===== config.mk =====
export PLATFORM = sky130hd
export DESIGN_NAME = id_ex_stage
export DESIGN_NICKNAME = d
export VERILOG_FILES = /design/src/rtl/cpu_pkg.sv /design/src/rtl/fwd_mux.sv /design/src/rtl/id_ex_stage.sv
export SDC_FILE = /design/constraint.sdc
export NUM_CORES = 1
export LEC_CHECK = 0
export CORE_AREA = 5 5 178 180
export DETAILED_ROUTE_END_ITERATION = 12
export DIE_AREA = 0 0 183 185
export PLACE_DENSITY = 0.75
export SETUP_SLACK_MARGIN = 0.5
export SLEW_MARGIN = 40
export SYNTH_ARGS = -nofsm -noshare
export SYNTH_HDL_FRONTEND = slang
export SYNTH_HIERARCHICAL = 1
export SYNTH_SLANG_ARGS = --single-unit

===== constraint.sdc =====
create_clock -name clk -period 3.1 [get_ports clk]
set_input_delay 0.465 -clock clk [delete_from_list [all_inputs] [get_ports clk]]
set_output_delay 0.465 -clock clk [all_outputs]
set_load 0.01 [all_outputs]

===== src/rtl/cpu_pkg.sv =====
// cpu_pkg: shared control width and forwarding-source encoding
package cpu_pkg;
  localparam int CTRL_W = 16;
  typedef enum logic [1:0] {FWD_RF, FWD_WB, FWD_MEM, FWD_EX} fwd_sel_e;
endpackage


===== src/rtl/fwd_mux.sv =====
// fwd_mux: picks youngest matching producer (EX > MEM > WB > RF) for one source operand, never for x0
module fwd_mux
  import cpu_pkg::*;
#(
  parameter int DW = 32
) (
  input  logic [4:0]    src_i,
  input  logic          ex_we_i,
  input  logic [4:0]    ex_rd_i,
  input  logic [DW-1:0] ex_data_i,
  input  logic          mem_we_i,
  input  logic [4:0]    mem_rd_i,
  input  logic [DW-1:0] mem_data_i,
  input  logic          wb_we_i,
  input  logic [4:0]    wb_rd_i,
  input  logic [DW-1:0] wb_data_i,
  input  logic [DW-1:0] rf_data_i,
  output fwd_sel_e      sel_o,
  output logic [DW-1:0] data_o
);
  always_comb begin
    sel_o = (src_i == 5'd0)                   ? FWD_RF  :
            (ex_we_i  && ex_rd_i  == src_i)   ? FWD_EX  :
            (mem_we_i && mem_rd_i == src_i)   ? FWD_MEM :
            (wb_we_i  && wb_rd_i  == src_i)   ? FWD_WB  : FWD_RF;
    data_o = sel_o == FWD_EX  ? ex_data_i  :
             sel_o == FWD_MEM ? mem_data_i :
             sel_o == FWD_WB  ? wb_data_i  : rf_data_i;
  end
endmodule


===== src/rtl/id_ex_stage.sv =====
// id_ex_stage: ID->EX pipeline register with operand bypassing, load-use bubble and bubble counter
module id_ex_stage
  import cpu_pkg::*;
#(
  parameter int DWIDTH = 32
) (
  input  logic              clk,
  input  logic              rst,
  input  logic              id_valid_i,
  input  logic [31:0]       id_pc_i,
  input  logic [4:0]        id_rs1_id_i,
  input  logic [4:0]        id_rs2_id_i,
  input  logic              id_rs1_used_i,
  input  logic              id_rs2_used_i,
  input  logic [4:0]        id_rd_id_i,
  input  logic              id_rd_we_i,
  input  logic              id_is_load_i,
  input  logic [DWIDTH-1:0] id_imm_i,
  input  logic [CTRL_W-1:0] id_ctrl_i,
  input  logic [DWIDTH-1:0] rf_rs1_i,
  input  logic [DWIDTH-1:0] rf_rs2_i,
  input  logic [DWIDTH-1:0] ex_alu_result_i,
  input  logic [4:0]        mem_rd_id_i,
  input  logic              mem_rd_we_i,
  input  logic [DWIDTH-1:0] mem_result_i,
  input  logic [4:0]        wb_rd_id_i,
  input  logic              wb_rd_we_i,
  input  logic [DWIDTH-1:0] wb_result_i,
  input  logic              ex_stall_i,
  input  logic              flush_i,
  output logic              id_stall_o,
  output logic              ex_valid_o,
  output logic [31:0]       ex_pc_o,
  output logic [DWIDTH-1:0] ex_op1_o,
  output logic [DWIDTH-1:0] ex_op2_o,
  output logic [DWIDTH-1:0] ex_imm_o,
  output logic [CTRL_W-1:0] ex_ctrl_o,
  output logic [4:0]        ex_rd_id_o,
  output logic              ex_rd_we_o,
  output logic              ex_is_load_o,
  output logic [31:0]       hazard_cnt_o
);
  logic              valid_q, valid_d, rd_we_q, rd_we_d, is_load_q, is_load_d;
  logic [31:0]       pc_q, pc_d, cnt_q, cnt_d;
  logic [DWIDTH-1:0] op1_q, op1_d, op2_q, op2_d, imm_q, imm_d, op1_fwd, op2_fwd;
  logic [CTRL_W-1:0] ctrl_q, ctrl_d;
  logic [4:0]        rd_id_q, rd_id_d;
  logic              ex_fwd_ok, load_use, take, bubble;
  fwd_sel_e          op1_sel_unused, op2_sel_unused;
  assign ex_fwd_ok = valid_q & rd_we_q & ~is_load_q;
  fwd_mux #(.DW(DWIDTH)) u_fwd1 (
    .src_i(id_rs1_id_i), .ex_we_i(ex_fwd_ok), .ex_rd_i(rd_id_q), .ex_data_i(ex_alu_result_i),
    .mem_we_i(mem_rd_we_i), .mem_rd_i(mem_rd_id_i), .mem_data_i(mem_result_i),
    .wb_we_i(wb_rd_we_i), .wb_rd_i(wb_rd_id_i), .wb_data_i(wb_result_i),
    .rf_data_i(rf_rs1_i), .sel_o(op1_sel_unused), .data_o(op1_fwd)
  );
  fwd_mux #(.DW(DWIDTH)) u_fwd2 (
    .src_i(id_rs2_id_i), .ex_we_i(ex_fwd_ok), .ex_rd_i(rd_id_q), .ex_data_i(ex_alu_result_i),
    .mem_we_i(mem_rd_we_i), .mem_rd_i(mem_rd_id_i), .mem_data_i(mem_result_i),
    .wb_we_i(wb_rd_we_i), .wb_rd_i(wb_rd_id_i), .wb_data_i(wb_result_i),
    .rf_data_i(rf_rs2_i), .sel_o(op2_sel_unused), .data_o(op2_fwd)
  );
  always_comb begin
    load_use = id_valid_i & valid_q & is_load_q & rd_we_q & (rd_id_q != 5'd0) &
               ((id_rs1_used_i & id_rs1_id_i == rd_id_q) | (id_rs2_used_i & id_rs2_id_i == rd_id_q));
    id_stall_o = ~rst & ~flush_i & (ex_stall_i | load_use);
    take = ~flush_i & ~ex_stall_i & ~load_use;
    bubble = flush_i | (~ex_stall_i & load_use);
    valid_d = bubble ? 1'b0 : take ? id_valid_i : valid_q;
    rd_we_d = bubble ? 1'b0 : take ? id_valid_i & id_rd_we_i : rd_we_q;
    is_load_d = bubble ? 1'b0 : take ? id_valid_i & id_is_load_i : is_load_q;
    pc_d = take ? id_pc_i : pc_q;
    op1_d = take ? op1_fwd : op1_q;
    op2_d = take ? op2_fwd : op2_q;
    imm_d = take ? id_imm_i : imm_q;
    ctrl_d = take ? id_ctrl_i : ctrl_q;
    rd_id_d = take ? id_rd_id_i : rd_id_q;
    cnt_d = (~flush_i & ~ex_stall_i & load_use & ~&cnt_q) ? cnt_q + 32'd1 : cnt_q;
  end
  always_ff @(posedge clk) begin
    if (rst) begin
      valid_q <= 1'b0;
      rd_we_q <= 1'b0;
      is_load_q <= 1'b0;
      pc_q <= '0;
      op1_q <= '0;
      op2_q <= '0;
      imm_q <= '0;
      ctrl_q <= '0;
      rd_id_q <= '0;
      cnt_q <= '0;
    end else begin
      valid_q <= valid_d;
      rd_we_q <= rd_we_d;
      is_load_q <= is_load_d;
      pc_q <= pc_d;
      op1_q <= op1_d;
      op2_q <= op2_d;
      imm_q <= imm_d;
      ctrl_q <= ctrl_d;
      rd_id_q <= rd_id_d;
      cnt_q <= cnt_d;
    end
  end
  assign ex_valid_o = valid_q;
  assign ex_pc_o = pc_q;
  assign ex_op1_o = op1_q;
  assign ex_op2_o = op2_q;
  assign ex_imm_o = imm_q;
  assign ex_ctrl_o = ctrl_q;
  assign ex_rd_id_o = rd_id_q;
  assign ex_rd_we_o = rd_we_q;
  assign ex_is_load_o = is_load_q;
  assign hazard_cnt_o = cnt_q;
endmodule


Word-level counts from Yosys, hierarchy flattened
Cells that the tools add are included.
{ "classes": {"n_addsub": 1, "n_eq_ne": 14, "n_mux": 14, "bitwise_logic": 26, "n_reduce_logical": 12} }
{ "op_table": {"columns": ["op", "n"], "rows": [
  ["$mux 32", 6],
  ["$eq 5x5->1", 8],
  ["$add 32x1->32 const B", 1],
  ["$reduce_and 32->1", 1],
  ["$and 1x1->1", 18],
  ["$mux 2", 6],
  ["$logic_not 5->1", 2],
  ["$eq 2x2->1 const B", 4],
  ["$logic_and 1x1->1", 6],
  ["$not 1->1", 5],
  ["$reduce_bool 5->1", 1],
  ["$eq 2x1->1 const B", 2],
  ["$or 1x1->1", 3],
  ["$mux 1", 2],
  ["$reduce_or 2->1", 1],
  ["$logic_not 1->1", 1]
]} }
{ "totals": {"reg_bits": 184, "input_bits": 276, "output_inout_bits": 185} }

Depth between registers and ports, before layout
{ "depth": {"word_depth": 10, "depth_mapped": 10, "mapped_depth_nobuf": 8} }

By module
Netlist, hierarchy kept.
{ "modules_own_cells": {"columns": ["module", "instances", "cells_per_inst", "area_each_um2", "seq_area_each_um2"], "rows": [
  ["id_ex_stage", 1, 888, 6952.9, 3683.5],
  ["fwd_mux", 2, 189, 1798.0, 0.0]
]} }

Worst setup path after synthesis
No wires, ideal clock.
{ "synth_path": {"kind": "register to register", "start": "register cnt_q[12] (netlist: hazard_cnt_o[12])", "end": "register cnt_q[31] (netlist: hazard_cnt_o[31])", "setup_time_ns": 0.070, "arrival_ns": 2.502, "required_ns": 3.030, "setup_slack_ns": 0.528, "stages_incl_launch_ff": 8, "n_path_buf": 1, "period_less_slack_ns": 2.572, "cell_sequence": "dfxtp_1 -> nand4_2 -> or4_1 -> or4_1 -> buf_2 -> or4_1 -> or3_1 -> a21oi_1"} }
{ "synth_via": {"elab_chain_cells": 3} }
{ "synth_lines": {"columns": ["item", "line", "source"], "rows": [
  ["start, declared", "id_ex_stage.sv:44", "logic [31:0] pc_q, pc_d, cnt_q, cnt_d;"],
  ["start signal, assigned", "id_ex_stage.sv:102", "cnt_q <= cnt_d;"],
  ["parallel branches: the longest is 3 deep, another holds $add 32x1->32", null, null]
]} }
Parallel ways; which one is timed is not known.
A chain may end at the register's enable or synchronous reset.

Worst setup path after layout
{ "layout_path": {"start": "register cnt_q[13] (netlist: hazard_cnt_o[13])", "end": "register cnt_q[31] (netlist: hazard_cnt_o[31])"} }
The elaborated chain is that of the path after synthesis.

==> summary.md <==
| Metric | Value |
|---|---|
| Setup violators final | 0 |
| Starting Density | about a third |
| Relative slew slack | a little over 50% |
| Initial antenna violation count | 5 |
| Leakage | about 0.0055 uW |
| Placer Congestion | 0.895 |
| Syn avg cell area | ~8.4 sq um |
| Seq pwr share | between 40% and 50% |
| Worst slew pin tran | about 0.73 ns |
| Root buffer cell | clkbuf_16 |
| Global-route wire length before repair | 64.9 mm |
| Vias | approximately 12000 |
| Sink Count | roughly 180 |
| DRT met1 WL | 16.6 mm |
| Placed insts | a little over 2000 |
| Setup CP Type | flip-flop to flip-flop |
| Worst path cell trace | nand4_2 -> or4_1 -> or4_4 -> or4_1 -> or3_1 -> a21oi_1 |
| Die area | between 30000 and 40000 sq um |
| PortBufs | 460 |
| Critical Path RT | ~3.5 ns |
| CTS Hold Bufs | 0 |
| Place WS | -0.0737 ns |
| CTS tree | built |
| Critical path's slowest cell | or4_4 |
| # IOs | 461 |
| Most Frequent Cell on Critical Path | or4_1 |
| Pwr per Cell Area | roughly 370 nW/um^2 |
| CP Buf/Inv Count | 0 |
| Worst clock skew | just over 0.01 ns |
| Area added between synthesis and finish | 56.3% |
| Drt wl/cell | ~21 um |
| Nets | between 1500 and 2000 |
| ANT nets after route | 0 |
| Routed WL | around 44 mm |
| Arrival time worst endpoint | between 2 and 3 ns |
| Syn nets | around 1500 |
| Grt total ovfl | 0 |
| Total negative setup slack | 0 ns |
| Die height | about 190 um |
| Worst vdd ir | ~290 uV |
| Clk slew on worst S/H paths | approximately 0.080 ns |
| Slew Viols, Final | 0 |
| Drt pass-1 iters | 5 |
| Remaining DRCs | 0 |
| Post-DP HPWL | 31.4 mm |
| Finished Layout Cells | about 2100 |
| Met3 WL | about 4.9 mm |
| Fraction of layout instances using a drive strength above 1 | between 10% and 20% |
| Startpoint Class | flip-flop |
| Fmax | roughly 400 MHz |
| Synth Cell Area | around 11000 sq um |
| Worst Slack Setup Final | about 0.55 ns |
| Switching pwr | roughly 1700 uW |
| Fin crit period | about 2.6 ns |
| Outcome | finished clean |
| Largest net degree at the start of global routing | 93 |
| Metal2 WL | 20.9 mm |
| Int Power | about 4300 uW |
| Highest metal layer with signal wires | met5 |
| Clock latency on the worst-skew pair | 0.43 ns |
| Hold Crit Class | primary input to flip-flop |
| Iter 0 DRT Violations | ~900 |
| Util after Layout | between 50% and 60% |
| Combinational power share | 20.8% |
| Hold Vio Cnt, Final | 0 |
| WHS | between 0.4 and 0.5 ns |
| Largest stage delay, worst path | between 0.5 and 0.6 ns |
| Die Width | 183 um |
| Max FO, Critical Path | 7 |
| Vias in the first global route | between 10000 and 15000 |
| Synth warn | 6 |
| Clk buf depth | 2 |
| Clock power frac | between 30% and 40% |
| Num CTS Buffers | 17 |
| Switching part of the total | 28.1% |
| RSZ-0062 raised after global routing | true |
| Cell family with most CP delay | simple AND/OR/NAND/NOR gates |
| Core ar. | between 30000 and 40000 sq um |
| Final Cycle Share | 82.4% |
| Max_cap viols | 0 |
| Gr usage total | between 20% and 30% |
| CTS H-tree depth | 4 |
| Rows | 64 |
| Syn Inst Count | approximately 1300 |
| Vias per cell | 5.56 |
| Critical path capture point type | flip-flop |
-- path summary, 6_finish.rpt --
| check | end | startpoint | cells past startpoint | slack (ns) |
|---|---|---|---|---|
| worst min-delay path | hazard_cnt_o[0] | rst | 2 | 0.44 |
| worst max-delay path | hazard_cnt_o[31] | hazard_cnt_o[13] | 6 | 0.55 |
| worst min register to register | ex_pc_o[28] | ex_pc_o[28] | 2 | 0.45 |
| worst max register to register | hazard_cnt_o[31] | hazard_cnt_o[13] | 6 | 0.55 |
-- repair_timing --
action | 4_1_cts | 5_1_grt
gates resized for setup | 23 | 23
endpoints found under the setup margin | 19 | 131
setup buffers | 4 | 4
hold endpoints to repair | 0 | 0
cloned | 0 | 1
pin swaps | 5 | 6
-- metal layers --
metal | vias up | GRT usage (%)
li1 | 5434 | -
met1 | 5444 | 28.4
met2 | 649 | 40.4
met3 | 96 | 8.19
met4 | 4 | 9.33
met5 | - | 0
-- power by group through the flow --
| stage | Combinational, uW | Clock (uW) | Sequential (uW) |
|---|---|---|---|
| final | 1250 | 2270 | 2500 |
| after global routing | 1340 | 2430 | 2510 |
| after CTS | 1250 | 2320 | 2510 |
| after detailed placement | 1230 | 0 | 2560 |
| after global placement | 1220 | 0 | 2560 |
| after floorplan | 435 | 0 | 2600 |
-- worst register-to-register path, cell delays in order (launching register included) --
cell and delay [ns]:
dfxtp_4 0.38, nand4_2 0.13, or4_1 0.54, or4_4 0.55, or4_1 0.43, or3_1 0.32, a21oi_1 0.14
-- cells in the final DEF, fill, tap and decap left out, drive strengths merged, types with 24 or more instances in the layout --
| master | count |
|---|---|
| clkdlybuf4s50 | 449 |
| nand2 | 325 |
| dfxtp | 184 |
| a21oi | 176 |
| o21ai | 78 |
| o31a | 64 |
| a221oi | 64 |
| o2bb2ai | 64 |
| buf | 56 |
| xnor2 | 24 |
-- flip-flops by register name (all words and copies together), names as in the netlist --
name / count
ex_rd_id_o: 5
ex_op1_o: 32
ex_is_load_o: 1
ex_op2_o: 32
hazard_cnt_o: 32
ex_rd_we_o: 1
ex_pc_o: 32
ex_valid_o: 1
ex_imm_o: 32
ex_ctrl_o: 16
-- area by class of cell --
cell class,count,area (sq um)
Multi-Input combinational cell,954,6350
Clock inverter,13,154
Timing Repair Buffer,515,5250
Inverter,7,26.3
Clock buffer,19,443
Sequential cell,184,3710
Fill cell,2729,13600
Antenna cell,5,12.5
Tap cell,396,495
-- through the flow --
step	area (sq um)	total power (uW)
global placement	15600	3780
global route	16400	6280
finish	16400	6020
floorplan	10500	3040
detailed placement	15600	3800
CTS	16300	6070
No activity file was read; power rests on OpenSTA's default activity.
